==> src/rtl/qos_wrr_sched.sv <==
// Weighted round-robin drain of four per-class FIFOs into one output FIFO.
// Pops are registered; the popped word is muxed and pushed two cycles after its pop.
module qos_wrr_sched #(
  parameter int DATA_WIDTH = 12,
  parameter int W0 = 4,
  parameter int W1 = 3,
  parameter int W2 = 2,
  parameter int W3 = 1
) (
  input  logic                  clk,
  input  logic                  reset,
  input  logic                  active,
  input  logic [3:0]            empty,
  input  logic [DATA_WIDTH-1:0] data_p0,
  input  logic [DATA_WIDTH-1:0] data_p1,
  input  logic [DATA_WIDTH-1:0] data_p2,
  input  logic [DATA_WIDTH-1:0] data_p3,
  input  logic                  almost_full_out,
  output logic [3:0]            pop,
  output logic                  push_out,
  output logic [DATA_WIDTH-1:0] data_out,
  output logic                  busy
);

  typedef enum logic {IDLE, SERVE} state_t;

  state_t                  state;
  logic [1:0]              ptr;
  logic [3:0]              cnt;
  logic [1:0]              sel_d;
  logic                    pv;

  logic [3:0]              elig;
  logic                    can_issue;
  logic [1:0]              scan_from_ptr;
  logic [1:0]              scan_after_ptr;
  logic                    stay;
  logic [DATA_WIDTH-1:0]   data_sel;

  function automatic logic [3:0] weight_of(input logic [1:0] c);
    case (c)
      2'd0:    return 4'(W0);
      2'd1:    return 4'(W1);
      2'd2:    return 4'(W2);
      default: return 4'(W3);
    endcase
  endfunction

  // Scans run highest offset first so the nearest eligible class wins.
  always_comb begin
    elig           = ~empty;
    can_issue      = active && !almost_full_out && (|elig);
    scan_from_ptr  = ptr;
    scan_after_ptr = ptr;
    for (int k = 3; k >= 0; k--) begin
      if (elig[ptr + 2'(k)])
        scan_from_ptr = ptr + 2'(k);
    end
    for (int k = 4; k >= 1; k--) begin
      if (elig[ptr + 2'(k)])
        scan_after_ptr = ptr + 2'(k);
    end
    stay = elig[ptr] && (cnt < weight_of(ptr));
  end

  always_comb begin
    case (sel_d)
      2'd0:    data_sel = data_p0;
      2'd1:    data_sel = data_p1;
      2'd2:    data_sel = data_p2;
      default: data_sel = data_p3;
    endcase
  end

  always_ff @(posedge clk or negedge reset) begin
    if (!reset) begin
      state    <= IDLE;
      ptr      <= 2'd0;
      cnt      <= 4'd0;
      pop      <= 4'd0;
      sel_d    <= 2'd0;
      pv       <= 1'b0;
      push_out <= 1'b0;
      data_out <= '0;
    end else begin
      // ptr always names the class popped in the current cycle.
      pv <= |pop;
      if (|pop)
        sel_d <= ptr;
      push_out <= pv;
      if (pv)
        data_out <= data_sel;

      pop <= 4'd0;
      case (state)
        IDLE: begin
          if (can_issue) begin
            ptr   <= scan_from_ptr;
            pop   <= 4'b0001 << scan_from_ptr;
            cnt   <= 4'd1;
            state <= SERVE;
          end
        end
        SERVE: begin
          if (can_issue) begin
            if (stay) begin
              pop <= 4'b0001 << ptr;
              if (cnt != 4'd15)
                cnt <= cnt + 4'd1;
            end else begin
              ptr <= scan_after_ptr;
              pop <= 4'b0001 << scan_after_ptr;
              cnt <= 4'd1;
            end
          end else if (!(|elig)) begin
            state <= IDLE;
          end
        end
        default: state <= IDLE;
      endcase
    end
  end

  assign busy = (|pop) || pv || push_out;

endmodule

==> config.mk <==
export PLATFORM = sky130hd
export DESIGN_NAME = qos_wrr_sched
export DESIGN_NICKNAME = d
export VERILOG_FILES = /design/src/rtl/qos_wrr_sched.sv
export SDC_FILE = /design/constraint.sdc
export NUM_CORES = 1
export LEC_CHECK = 0
export ABC_AREA = 1
export BUFFER_PORTS_ARGS = -buffer_cell sky130_fd_sc_hd__buf_2
export CAP_MARGIN = 20
export CORE_MARGIN = 4
export CORE_UTILIZATION = 51
export CTS_CLUSTER_DIAMETER = 40
export DETAILED_ROUTE_END_ITERATION = 12
export PLACE_DENSITY = 0.85
export SYNTH_ARGS = -nofsm -noshare
export SYNTH_HDL_FRONTEND = slang
export SYNTH_SLANG_ARGS = --single-unit
==> constraint.sdc <==
create_clock -name clk -period 2.95 [get_ports clk]
set_input_delay 0.1475 -clock clk [delete_from_list [all_inputs] [get_ports clk]]
set_output_delay 0.1475 -clock clk [all_outputs]
set_load 0.005 [all_outputs]
==> results.md, run 1 <==
* Area leader, netlist: dfrtp_1
* Sequential fraction of the synthesis area at 0.3882
* Unrepaired setup endpoints after global routing: no
* Max-slew violations at 0
* Synth top area share at 0.3882
* First drt pass iteration count at 5
* Final Cycle Share at 0.7640
* Largest net degree at the start of global routing at 28
* DR iter-0 viols at 122
* Placed Area at 2116 um^2
* Core area at 3153 um^2
* Final min period at about 2.3 ns
* Final setup skew at ~0.015 ns
* CTS Buf Count at 3
* Worst min-delay path class: in -> reg
* Hpwl dp at 3.599 mm
* Final setup fails at 0
* Transition time of the tightest slew-check pin at 0.8917 ns
* DR WL/cell at about 13 um
* Clk pin slew, worst setup/hold paths at 0.16 ns
* Worst setup SP type: flip-flop
* DP Cell Count at 350
* Core Util, Final at 0.6837
* Worst setup EP type: flip-flop
* Synth unique cells at 23
* Hold path cells at 3
* Worst reg2reg path depth at 13
* Clock buffer depth at 2
* Avg Cell Area, Syn at 7.222 um^2
* Cell Count, Final, Fillers Out at approximately 360
* Die extent in x at 66.42 um
* Multi-input logic area at around 940 um^2
* Vias per cell at ~5.2
* Cells after synthesis at between 200 and 250
* Initial antenna violation count at 0
* Synth Warn # at 0
* Row cnt at 20
* Area contributors post-synth: dfrtp_1, nand2_1, nand3_1
* Final Cell Area at 2156 um^2
* First-pass GRT wire length at 7.196 mm
* Rel. slew slack at 0.4001
* GRT Util Overall at 0.2081
* Filler Cell Count at about 280
* H-tree depth at 1
* Hold slack at about 0.11 ns
* # Post-CTS Setup Buffers at 0
* Post-synth ARST share at 1.000
* Post-CTS sizing at 0
* Antenna Cells at 0
* Layout cells sized above 1 at 0.2958
* Leading cell type in the layout, fill and taps excluded: nand2_1
* Final Hold Viols at 0
* # clock sinks at 27
* Status: finished clean
* Die area at 4411 um^2
* Vias in the first global route at 1612
* P&R area growth vs syn at 23.87%
* Worst-Skew Late Latency at 0.33 ns
* Gr ovfl total at 0
* Setup_tns at 0 ns
* Vias post-DR at 1848
* Most used flip-flop cell after synthesis: dfrtp_1
* Total wire length at 4.566 mm
* Die H at ~66 um
* Most frequent cells in the layout: nand2_1, buf_2, dfrtp_1
* Worst R2R Setup Slack at between 0.6 and 0.7 ns
* Fmax at 443.7 MHz
* RD Place Congestion at 0.9500
* Port bufs at 73
* Post-Syn Nets at 303
* Crit Path Class: reg -> reg
* Leak pwr at 1.251 nW
* Starting Density at 0.5520
* Post-synth EDFFs at 0
* Max IR drop VDD at 0.8148 mV
* Largest fanout on the critical path at 11
* DRC violations left at 0
* CTS Root Cell: clkbuf_4
* FF+latch count, synth at 27
* Arr. time, crit path at approximately 2.5 ns
* CTS tree: yes
* Max-Cap Viols at 0
* Netlist Area Pre-Place at 1740 um^2
* Detail Route Antenna Nets at 0
* # nets final at 374
* # IOs at 74
* Sequential cell area at 675.6 um^2
* Pwr Density at 1076 nW/um^2
* Worst endpoint required time at 3.17 ns
critical path, stage by stage (launching register included):
cell and delay [ns]:
dfrtp_1 0.58, inv_2 0.19, ha_1 0.35, inv_1 0.08, ha_1 0.27, nand2_1 0.05, nand2_1 0.06, nand2_1 0.08
nand2_4 0.14, clkinv_4 0.08, nand2_1 0.06, nand2_1 0.08, nand3_1 0.07, nand2_1 0.06
synth_stat cells (all sizes together) (2+ instances only):
library cell  count
inv              20
dfrtp            27
o21ai            17
nor2             11
ha                6
nand2           100
clkbuf            6
buf               2
a21oi             3
nand3            28
a221oi           12
nand4             4
nor4              2
power breakdown:
group	switching [mW]	total (mW)	internal, mW
sequential	0.123	0.649	0.526
clock	0.111	0.163	0.0519
combinational	0.969	1.51	0.539
total	1.20	2.32	1.12
logic make-up after synthesis:
| family | Yosys count | synth area share |
|---|---|---|
| xor gates and xnor gates | 1 | 0.005033 |
| DFF | 27 | 0.3882 |
| and+or+nand+nor | 146 | 0.3652 |
| AOI/OAI and AO/OA | 32 | 0.1244 |
| adders and majority gates | 6 | 0.04313 |
| buffers and inverters | 29 | 0.07405 |
through the flow:
step                setup slack, ns  power [mW]
finish                       0.6962       2.320
global placement             0.8186       2.103
detailed placement           0.7269       2.143
floorplan                    0.9517       1.754
global route                 0.4940       2.571
CTS                          0.7010       2.311
worst paths after layout:
| check | to | from |
|---|---|---|
| max in group asynchronous | pv$_DFF_PN0_ | reset |
| setup reg to reg | pop[3]$_DFF_PN0_ | ptr[0]$_DFFE_PN0P_ |
| setup / recovery | pop[3]$_DFF_PN0_ | ptr[0]$_DFFE_PN0P_ |
| hold / removal | data_out[2]$_DFFE_PN0P_ | data_p3[2] |
| min in group asynchronous | data_out[6]$_DFFE_PN0P_ | reset |
| hold reg to reg | push_out$_DFF_PN0_ | pv$_DFF_PN0_ |
what timing repair did:
item / in CTS / in global routing
hold buffers: 1 / 0
endpoints found under the hold margin: 27 / 0
setup endpoints to repair: 0 / 0
area by class of cell:
cell class / count / share of cell area
Clock inverter: 1 / 0.003482
Sequential cell: 27 / 0.3134
Inverter: 21 / 0.03889
Timing Repair Buffer: 74 / 0.1741
Clock buffer: 3 / 0.01045
Multi-Input combinational cell: 185 / 0.4341
Tap cell: 44 / 0.02554
sequential cells by signal, indices dropped and copies added (netlist names):
name      cells
state         1
pop           4
pv            1
ptr           2
data_out     12
sel_d         2
push_out      1
cnt           4
metal layers:
layer,part of all wire,global-route usage,routed length (um),vias to the layer above
li1,-,-,-,941
met5,0,0,0,-
met2,0.48,0.3209,2203,78
met4,0.0083,0.04569,38,0
met3,0.074,0.05102,337,4
met1,0.43,0.2933,1986,825
Note: power is estimated with default switching activity, not from simulation.
==> run 2: changes to the inputs <==
--- a/config.mk
+++ b/config.mk
@@ -9,10 +9,10 @@
 export BUFFER_PORTS_ARGS = -buffer_cell sky130_fd_sc_hd__buf_2
 export CAP_MARGIN = 20
 export CORE_MARGIN = 4
-export CORE_UTILIZATION = 51
+export CORE_UTILIZATION = 43
 export CTS_CLUSTER_DIAMETER = 40
 export DETAILED_ROUTE_END_ITERATION = 12
-export PLACE_DENSITY = 0.85
+export PLACE_DENSITY = 0.76
 export SYNTH_ARGS = -nofsm -noshare
 export SYNTH_HDL_FRONTEND = slang
 export SYNTH_SLANG_ARGS = --single-unit
==> constraint.sdc (replaced) <==
create_clock -name clk -period 1.8 [get_ports clk]
set_input_delay 0.09 -clock clk [delete_from_list [all_inputs] [get_ports clk]]
set_output_delay 0.09 -clock clk [all_outputs]
set_load 0.005 [all_outputs]
==> results.md, run 2 (same netlist as run 1, synthesis figures left out) <==
* DR WL/cell at 13.06 um (+1.5%)
* Vias post-DR at 1883 (+1.9%)
* CTS tree: yes
* Crit path buf inv count at 3 (unchanged)
* Max-slew violations at 0 (unchanged)
* GRT Util Overall at 0.1740 (-0.03406)
* Clock buffer depth at 2 (unchanged)
* Row cnt at 22 (+10%)
* Status: finished clean
* Critical path depth at 13 (unchanged)
* Most frequent cells in the layout: nand2_1, buf_2, dfrtp_1
* Pwr Density at 1874 nW/um^2 (+74%)
* First drt pass iteration count at 4 (-1)
* Clk pin slew, worst setup/hold paths at 0.09 ns (-0.07 ns)
* Top flop regs: data_out: 12 flops, cnt: 4 flops, pop: 4 flops
* Transition time of the tightest slew-check pin at 0.6174 ns (-0.2743 ns)
* Hold slack at 0.1231 ns (+0.01590 ns)
* Vias in the first global route at 1723 (+6.9%)
* RD Place Congestion at 0.8587 (-9.6%)
* Critical path endpoint: pop[3]$_DFF_PN0_
* Gr ovfl total at 0 (unchanged)
* DP Cell Count at 359 (+2.6%)
* Setup_tns at 0 ns (unchanged)
* Hpwl dp at 3.691 mm (+2.5%)
* H-tree depth at 1 (unchanged)
* Layout cells sized above 1 at 0.3596 (+0.06380)
* Core area at 3799 um^2 (+20%)
* First-pass GRT wire length at 7.355 mm (+2.2%)
* Worst-path cell with the longest stage delay: dfrtp_1
* Detail Route Antenna Nets at 0 (unchanged)
* Unrepaired setup endpoints after global routing: yes
* Fmax at 568.9 MHz (+28%)
* Filler Cell Count at 374 (+33%)
* Final min period at 1.758 ns (-0.4958 ns)
* Final Hold Viols at 0 (unchanged)
* CP delay by family, top: simple AND/OR/NAND/NOR gates
* FF-to-FF End: pop[3]$_DFF_PN0_
* Arr. time, crit path at 1.92 ns (-0.56 ns)
* Initial antenna violation count at 0 (unchanged)
* # nets final at 380 (+1.6%)
* DR iter-0 viols at 83 (-32%)
* Leading cell type in the layout, fill and taps excluded: nand2_1
* Max IR drop VDD at 1.462 mV (+79%)
* # Post-CTS Setup Buffers at 0 (unchanged)
* Crit Path Class: reg -> reg
* Antenna Cells at 0 (unchanged)
* Final Cycle Share at 0.9766 (+0.2126)
* Crit path from: ptr[1]$_DFFE_PN0P_
* Leak pwr at 1.289 nW (+3.1%)
* Final setup fails at 0 (unchanged)
* Max-Cap Viols at 0 (unchanged)
* Die area at 5129 um^2 (+16%)
* Biggest register: data_out
* Largest fanout on the critical path at 5 (-6)
* Worst setup SP type: flip-flop
* Worst-Skew Late Latency at 0.27 ns (-0.06 ns)
* DRC violations left at 0 (unchanged)
* Final setup skew at 0.004491 ns (-0.01092 ns)
* Most Frequent Cell on Critical Path: nand2_2
* Largest register FFs at 12 (unchanged)
* Worst reg2reg path depth at 13 (unchanged)
* Port bufs at 73 (unchanged)
* Vias per cell at 5.159 (-0.90%)
* Die H at 71.62 um (+7.8%)
* R2r startpoint: ptr[1]$_DFFE_PN0P_
* Die extent in x at 71.62 um (+7.8%)
* Worst R2R Setup Slack at 0.04 ns (-0.65 ns)
* CP max stage delay at 0.37 ns (-0.21 ns)
* Worst min-delay path class: in -> reg
* Worst endpoint required time at 1.96 ns (-1.21 ns)
* CTS Buf Count at 3 (unchanged)
* # clock sinks at 27 (unchanged)
* # IOs at 74 (unchanged)
* Largest net degree at the start of global routing at 28 (unchanged)
* Starting Density at 0.4582 (-0.09382)
* Total wire length at 4.767 mm (+4.4%)
* Worst setup EP type: flip-flop
* CTS Root Cell: clkbuf_8
* Crit-path cells: inv_2 -> ha_4 -> inv_4 -> ha_4 -> nand2_2 -> nand2_1 -> nand2_2 -> nand2_4 -> clkinv_4 -> nand2_2 -> nand2_2 -> nand3_1 -> nand2_1
* Rel. slew slack at 0.5880 (+0.1879)
* P&R area growth vs syn at 32.28%
* Cell Count, Final, Fillers Out at 365 (+2.8%)
## run 2: changes by cell type in the layout (fill, tap and decap cells not counted), moves of 3 or more
| cell | before | now |
|---|---|---|
| nand2_1 | 97 | 89 |
| nand2_2 | 1 | 9 |
| buf_4 | 0 | 5 |
| clkbuf_4 | 3 | 0 |
| clkbuf_8 | 0 | 3 |
| nor2_1 | 10 | 7 |
| nor2_2 | 0 | 3 |
## run 2: layout make-up
cell class	instances	area [um^2]	share of cell area
clock buffer	4	45.04	0.01957
inverter	21	88.84	0.03859
multi-input combinational	186	1020	0.4429
sequential	27	675.6	0.2935
tap	48	60.06	0.02609
timing repair buffer	79	412.9	0.1793
## run 2: repair_timing
item                                    CTS  global route
endpoints found under the setup margin    0            14
hold buffers                              1             0
hold endpoints to repair                 27             0
gates resized for setup                   0            16
## run 2: how the worst min path moves through the flow
stage	cells after the start	from	slack, ns	end
2_1_floorplan	0	reset	-0.21	cnt[0]$_DFFE_PN0P_
4_1_cts	3	data_p3[7]	0.12	data_out[7]$_DFFE_PN0P_
6_report	3	data_p3[7]	0.12	data_out[7]$_DFFE_PN0P_
5_1_grt	3	data_p3[4]	0.13	data_out[4]$_DFFE_PN0P_
3_3_place_gp	1	reset	0.12	data_out[11]$_DFFE_PN0P_
3_5_place_dp	1	reset	0.13	data_out[11]$_DFFE_PN0P_
## run 2: where the power goes
| group | switching [mW] | total [mW] | internal (mW) |
|---|---|---|---|
| clock network | 0.174 | 0.332 | 0.158 |
| registers | 0.171 | 1.04 | 0.865 |
| logic | 1.82 | 2.95 | 1.13 |
| total | 2.16 | 4.31 | 2.15 |
## run 2: routing by layer
layer  wire [um]  vias to the layer above  GRT usage
met3         316                        4    0.03927
li1            -                      954          -
met5           0                        -          0
met4          39                        0    0.03967
met2        2378                       58     0.3031
met1        2032                      867     0.2190
## run 2: worst register-to-register path, cell delays in order, from the launching register on
cell	delay [ns]
dfrtp_1	0.37
inv_2	0.06
ha_4	0.29
inv_4	0.05
ha_4	0.25
nand2_2	0.04
nand2_1	0.07
nand2_2	0.08
nand2_4	0.12
clkinv_4	0.08
nand2_2	0.07
nand2_2	0.06
nand3_1	0.08
nand2_1	0.05
## run 2: metrics by stage
step	worst slack (ns)	util	cell area [um^2]	total power, mW
finish	0.04208	0.6061	2302	4.313
global route	-0.06053	0.6061	2302	4.743
CTS	0.02339	0.5932	2253	4.095
detailed placement	0.04995	0.5787	2198	3.746
global placement	0.06953	0.5787	2198	3.697
floorplan	-0.1139	-	1780	3.003
==> run 3: changes to the inputs <==
==> config.mk (replaced) <==
export PLATFORM = sky130hd
export DESIGN_NAME = qos_wrr_sched
export DESIGN_NICKNAME = d
export VERILOG_FILES = /design/src/rtl/qos_wrr_sched.sv
export SDC_FILE = /design/constraint.sdc
export NUM_CORES = 1
export LEC_CHECK = 0
export CAP_MARGIN = 20
export CORE_MARGIN = 4
export CORE_UTILIZATION = 57
export CTS_CLUSTER_DIAMETER = 40
export DETAILED_ROUTE_END_ITERATION = 12
export DONT_BUFFER_PORTS = 1
export PLACE_DENSITY = 0.75
export SYNTH_ARGS = -nofsm -noshare
export SYNTH_HDL_FRONTEND = slang
export SYNTH_SLANG_ARGS = --single-unit
==> results.md, run 3 <==
* Status: finished with violations
* Failing checks: setup timing
* Final min period at 2.152 ns (+0.3940 ns)
* Area leader, netlist: dfrtp_1
* Avg Cell Area, Syn at 10.96 um^2 (+52%)
* Largest register FFs at 12 (unchanged)
* Worst reg2reg path depth at 10 (-3)
* Final Cell Area at 2201 um^2 (-4.4%)
* P&R area growth vs syn at 17.42%
* Area contributors post-synth: dfrtp_1, mux4_2, mux2_2
* Final setup fails at 10 (+10)
* Pwr Density at 1997 nW/um^2 (+6.6%)
* Antenna Cells at 0 (unchanged)
* Crit Path Class: reg -> reg
* Largest fanout on the critical path at 4 (-1)
* Post-synth EDFFs at 0 (unchanged)
* Placed Area at 2044 um^2 (-7.0%)
* Setup_tns at -2.065 ns (-2.065 ns)
* First drt pass iteration count at 4 (unchanged)
* RD Place Congestion at 0.8730 (+1.7%)
* Crit path from: ptr[1]$_DFFE_PN0P_
* R2r startpoint: ptr[1]$_DFFE_PN0P_
* DRC violations left at 0 (unchanged)
* Gr ovfl total at 0 (unchanged)
* Worst setup EP type: flip-flop
* Die extent in x at 65.35 um (-8.8%)
* Sequential fraction of the synthesis area at 0.3605 (-0.02773)
* Synth Warn # at 0 (unchanged)
* Setup WS post-layout at -0.3520 ns (-0.3940 ns)
* Top flop regs: data_out: 12 flops, cnt: 4 flops, pop: 4 flops
* Largest net degree at the start of global routing at 28 (unchanged)
* Final setup skew at 0.003125 ns (-0.001366 ns)
* Rel. slew slack at 0.6388 (+0.05085)
* Final Hold Viols at 0 (unchanged)
* H-tree depth at 1 (unchanged)
* Vias in the first global route at 1642 (-4.7%)
* Sequential cell area at 676.9 um^2 (+0.19%)
* Hpwl dp at 3.591 mm (-2.7%)
* Vias post-DR at 1520 (-19%)
* Worst min-delay path class: in -> reg
* Transition time of the tightest slew-check pin at 0.5418 ns (-0.07559 ns)
* Cells after synthesis at 171 (-29%)
* CTS tree: yes
* Total wire length at 4.588 mm (-3.8%)
* Clk pin slew, worst setup/hold paths at 0.15 ns (+0.06 ns)
* Netlist Area Pre-Place at 1874 um^2 (+7.7%)
* Post-synth ARST share at 1.000 (unchanged)
* Fmax at 464.7 MHz (-18%)
* Synth top area share at 0.3605 (-0.02773)
* # clock sinks at 27 (unchanged)
* Leading cell type in the layout, fill and taps excluded: dfrtp_1
* Critical path endpoint: pop[3]$_DFF_PN0_
* Multi-input logic area at 1195 um^2 (+17%)
* Port bufs at 0 (-100%)
* Worst setup SP type: flip-flop
* Synth unique cells at 49 (+110%)
* Biggest register: data_out
* # nets final at 250 (-34%)
* Die H at 65.35 um (-8.8%)
* First-pass GRT wire length at 7.458 mm (+1.4%)
* CTS Buf Count at 3 (unchanged)
* Starting Density at 0.6040 (+0.1459)
* Post-Syn Nets at 233 (-23%)
* Core area at 3103 um^2 (-18%)
* Clock buffer depth at 2 (unchanged)
* FF+latch count, synth at 27 (unchanged)
* Detail Route Antenna Nets at 0 (unchanged)
* Most used flip-flop cell after synthesis: dfrtp_1
* CTS Root Cell: clkbuf_4
* Row cnt at 20 (-9.1%)
* Max IR drop VDD at 0.8151 mV (-44%)
* DR iter-0 viols at 80 (-3.6%)
* Layout cells sized above 1 at 0.3957 (+0.03610)
* Unrepaired setup endpoints after global routing: yes
* GRT Util Overall at 0.2257 (+0.05169)
* Worst-Skew Late Latency at 0.34 ns (+0.07 ns)
* Arr. time, crit path at 2.39 ns (+0.47 ns)
* FF-to-FF End: pop[3]$_DFF_PN0_
* DR WL/cell at 19.86 um (+52%)
* Final Cycle Share at 1.196 (+0.2189)
* Most frequent cells in the layout: dfrtp_1, buf_4, mux4_2
* Worst endpoint required time at 2.03 ns (+0.07 ns)
* Max-Cap Viols at 0 (unchanged)
* Worst R2R Setup Slack at -0.35 ns (-0.39 ns)
* Leak pwr at 0.8857 nW (-31%)
* Filler Cell Count at 243 (-35%)
* Vias per cell at 6.580 (+28%)
* Initial antenna violation count at 0 (unchanged)
* Most frequent cell after synthesis: dfrtp_1
* Die area at 4270 um^2 (-17%)
* Max-slew violations at 0 (unchanged)
* # IOs at 74 (unchanged)
* Top post-synthesis cells by count: dfrtp_1, mux2_2, mux4_2
-- run 3: changes by cell type in the layout (fill, tap and decap cells not counted), moves of 4 or more --
cell,previous run,this run
buf_2,73,0
mux2_2,0,12
a21oi_1,1,10
inv_2,4,0
inv_1,14,4
o21ai_0,15,7
mux4_2,0,13
nand2_1,89,11
a221oi_1,12,1
buf_4,5,18
nand3_1,24,1
nand2_2,9,1
-- run 3: how the worst min path moves through the flow --
| stage | startpoint | to | cells after the start |
|---|---|---|---|
| after global routing | empty[1] | state$_DFF_PN0_ | 3 |
| after floorplan | reset | cnt[0]$_DFFE_PN0P_ | 0 |
| final | empty[3] | ptr[0]$_DFFE_PN0P_ | 3 |
| after global placement | reset | cnt[2]$_DFFE_PN0P_ | 0 |
| after CTS | empty[3] | ptr[0]$_DFFE_PN0P_ | 3 |
| after detailed placement | reset | cnt[2]$_DFFE_PN0P_ | 0 |
-- run 3: critical path, cell delays in order (launching register included) --
cell and delay (ns):
dfrtp_1 0.44, inv_4 0.05, ha_4 0.27, inv_4 0.04, ha_4 0.24, o21a_1 0.15
o31ai_4 0.09, and2_4 0.17, o21ai_4 0.17, nor2_1 0.08, a221o_1 0.34
-- run 3: through the flow --
stage	util	total power, mW	std cells	setup WS (ns)	hold WS, ns
finish	0.7093	4.394	231	-0.3520	0.01779
global route	0.7093	4.741	231	-0.4169	0.02959
CTS	0.7040	4.362	231	-0.3687	0.002257
detailed placement	0.6589	3.790	219	-0.3969	-0.2049
global placement	0.6589	3.618	219	-0.2459	-0.2049
floorplan	-	3.091	171	-0.4587	-0.2056
-- run 3: repair_timing --
action / in CTS / in global routing
setup endpoints to repair: 10 / 11
hold endpoints to repair: 27 / 0
pin swaps: 6 / 3
resized for setup: 10 / 4
hold buffers: 2 / 0
setup buffers: 6 / 0
-- run 3: power breakdown --
| group | switching [mW] | total (mW) | leakage (nW) | internal, mW |
|---|---|---|---|---|
| logic | 1.37 | 2.95 | 0.542 | 1.58 |
| registers | 0.290 | 1.17 | 0.329 | 0.878 |
| clock network | 0.195 | 0.280 | 0.0139 | 0.0854 |
-- run 3: per-layer routing --
layer  track usage  part of all wire
met1        0.2525              0.37
met2        0.4147              0.54
met3       0.06667             0.079
met4       0.05959             0.019
met5             0                 0
-- run 3: cell type report --
cell class | count | share of cell area
Timing Repair Buffer | 23 | 0.09437
Clock inverter | 1 | 0.003411
Sequential cell | 27 | 0.3076
Inverter | 7 | 0.01649
Multi-Input combinational cell | 126 | 0.5429
Tap cell | 44 | 0.02501
Clock buffer | 3 | 0.01023
-- run 3: logic make-up after synthesis --
family / after synthesis / synth area share
AOI/OAI and AO/OA: 49 / 0.1883
adders and majority gates: 6 / 0.04005
buffers and inverters: 18 / 0.05006
DFF: 27 / 0.3605
and+or+nand+nor: 45 / 0.1268
muxes: 26 / 0.2343
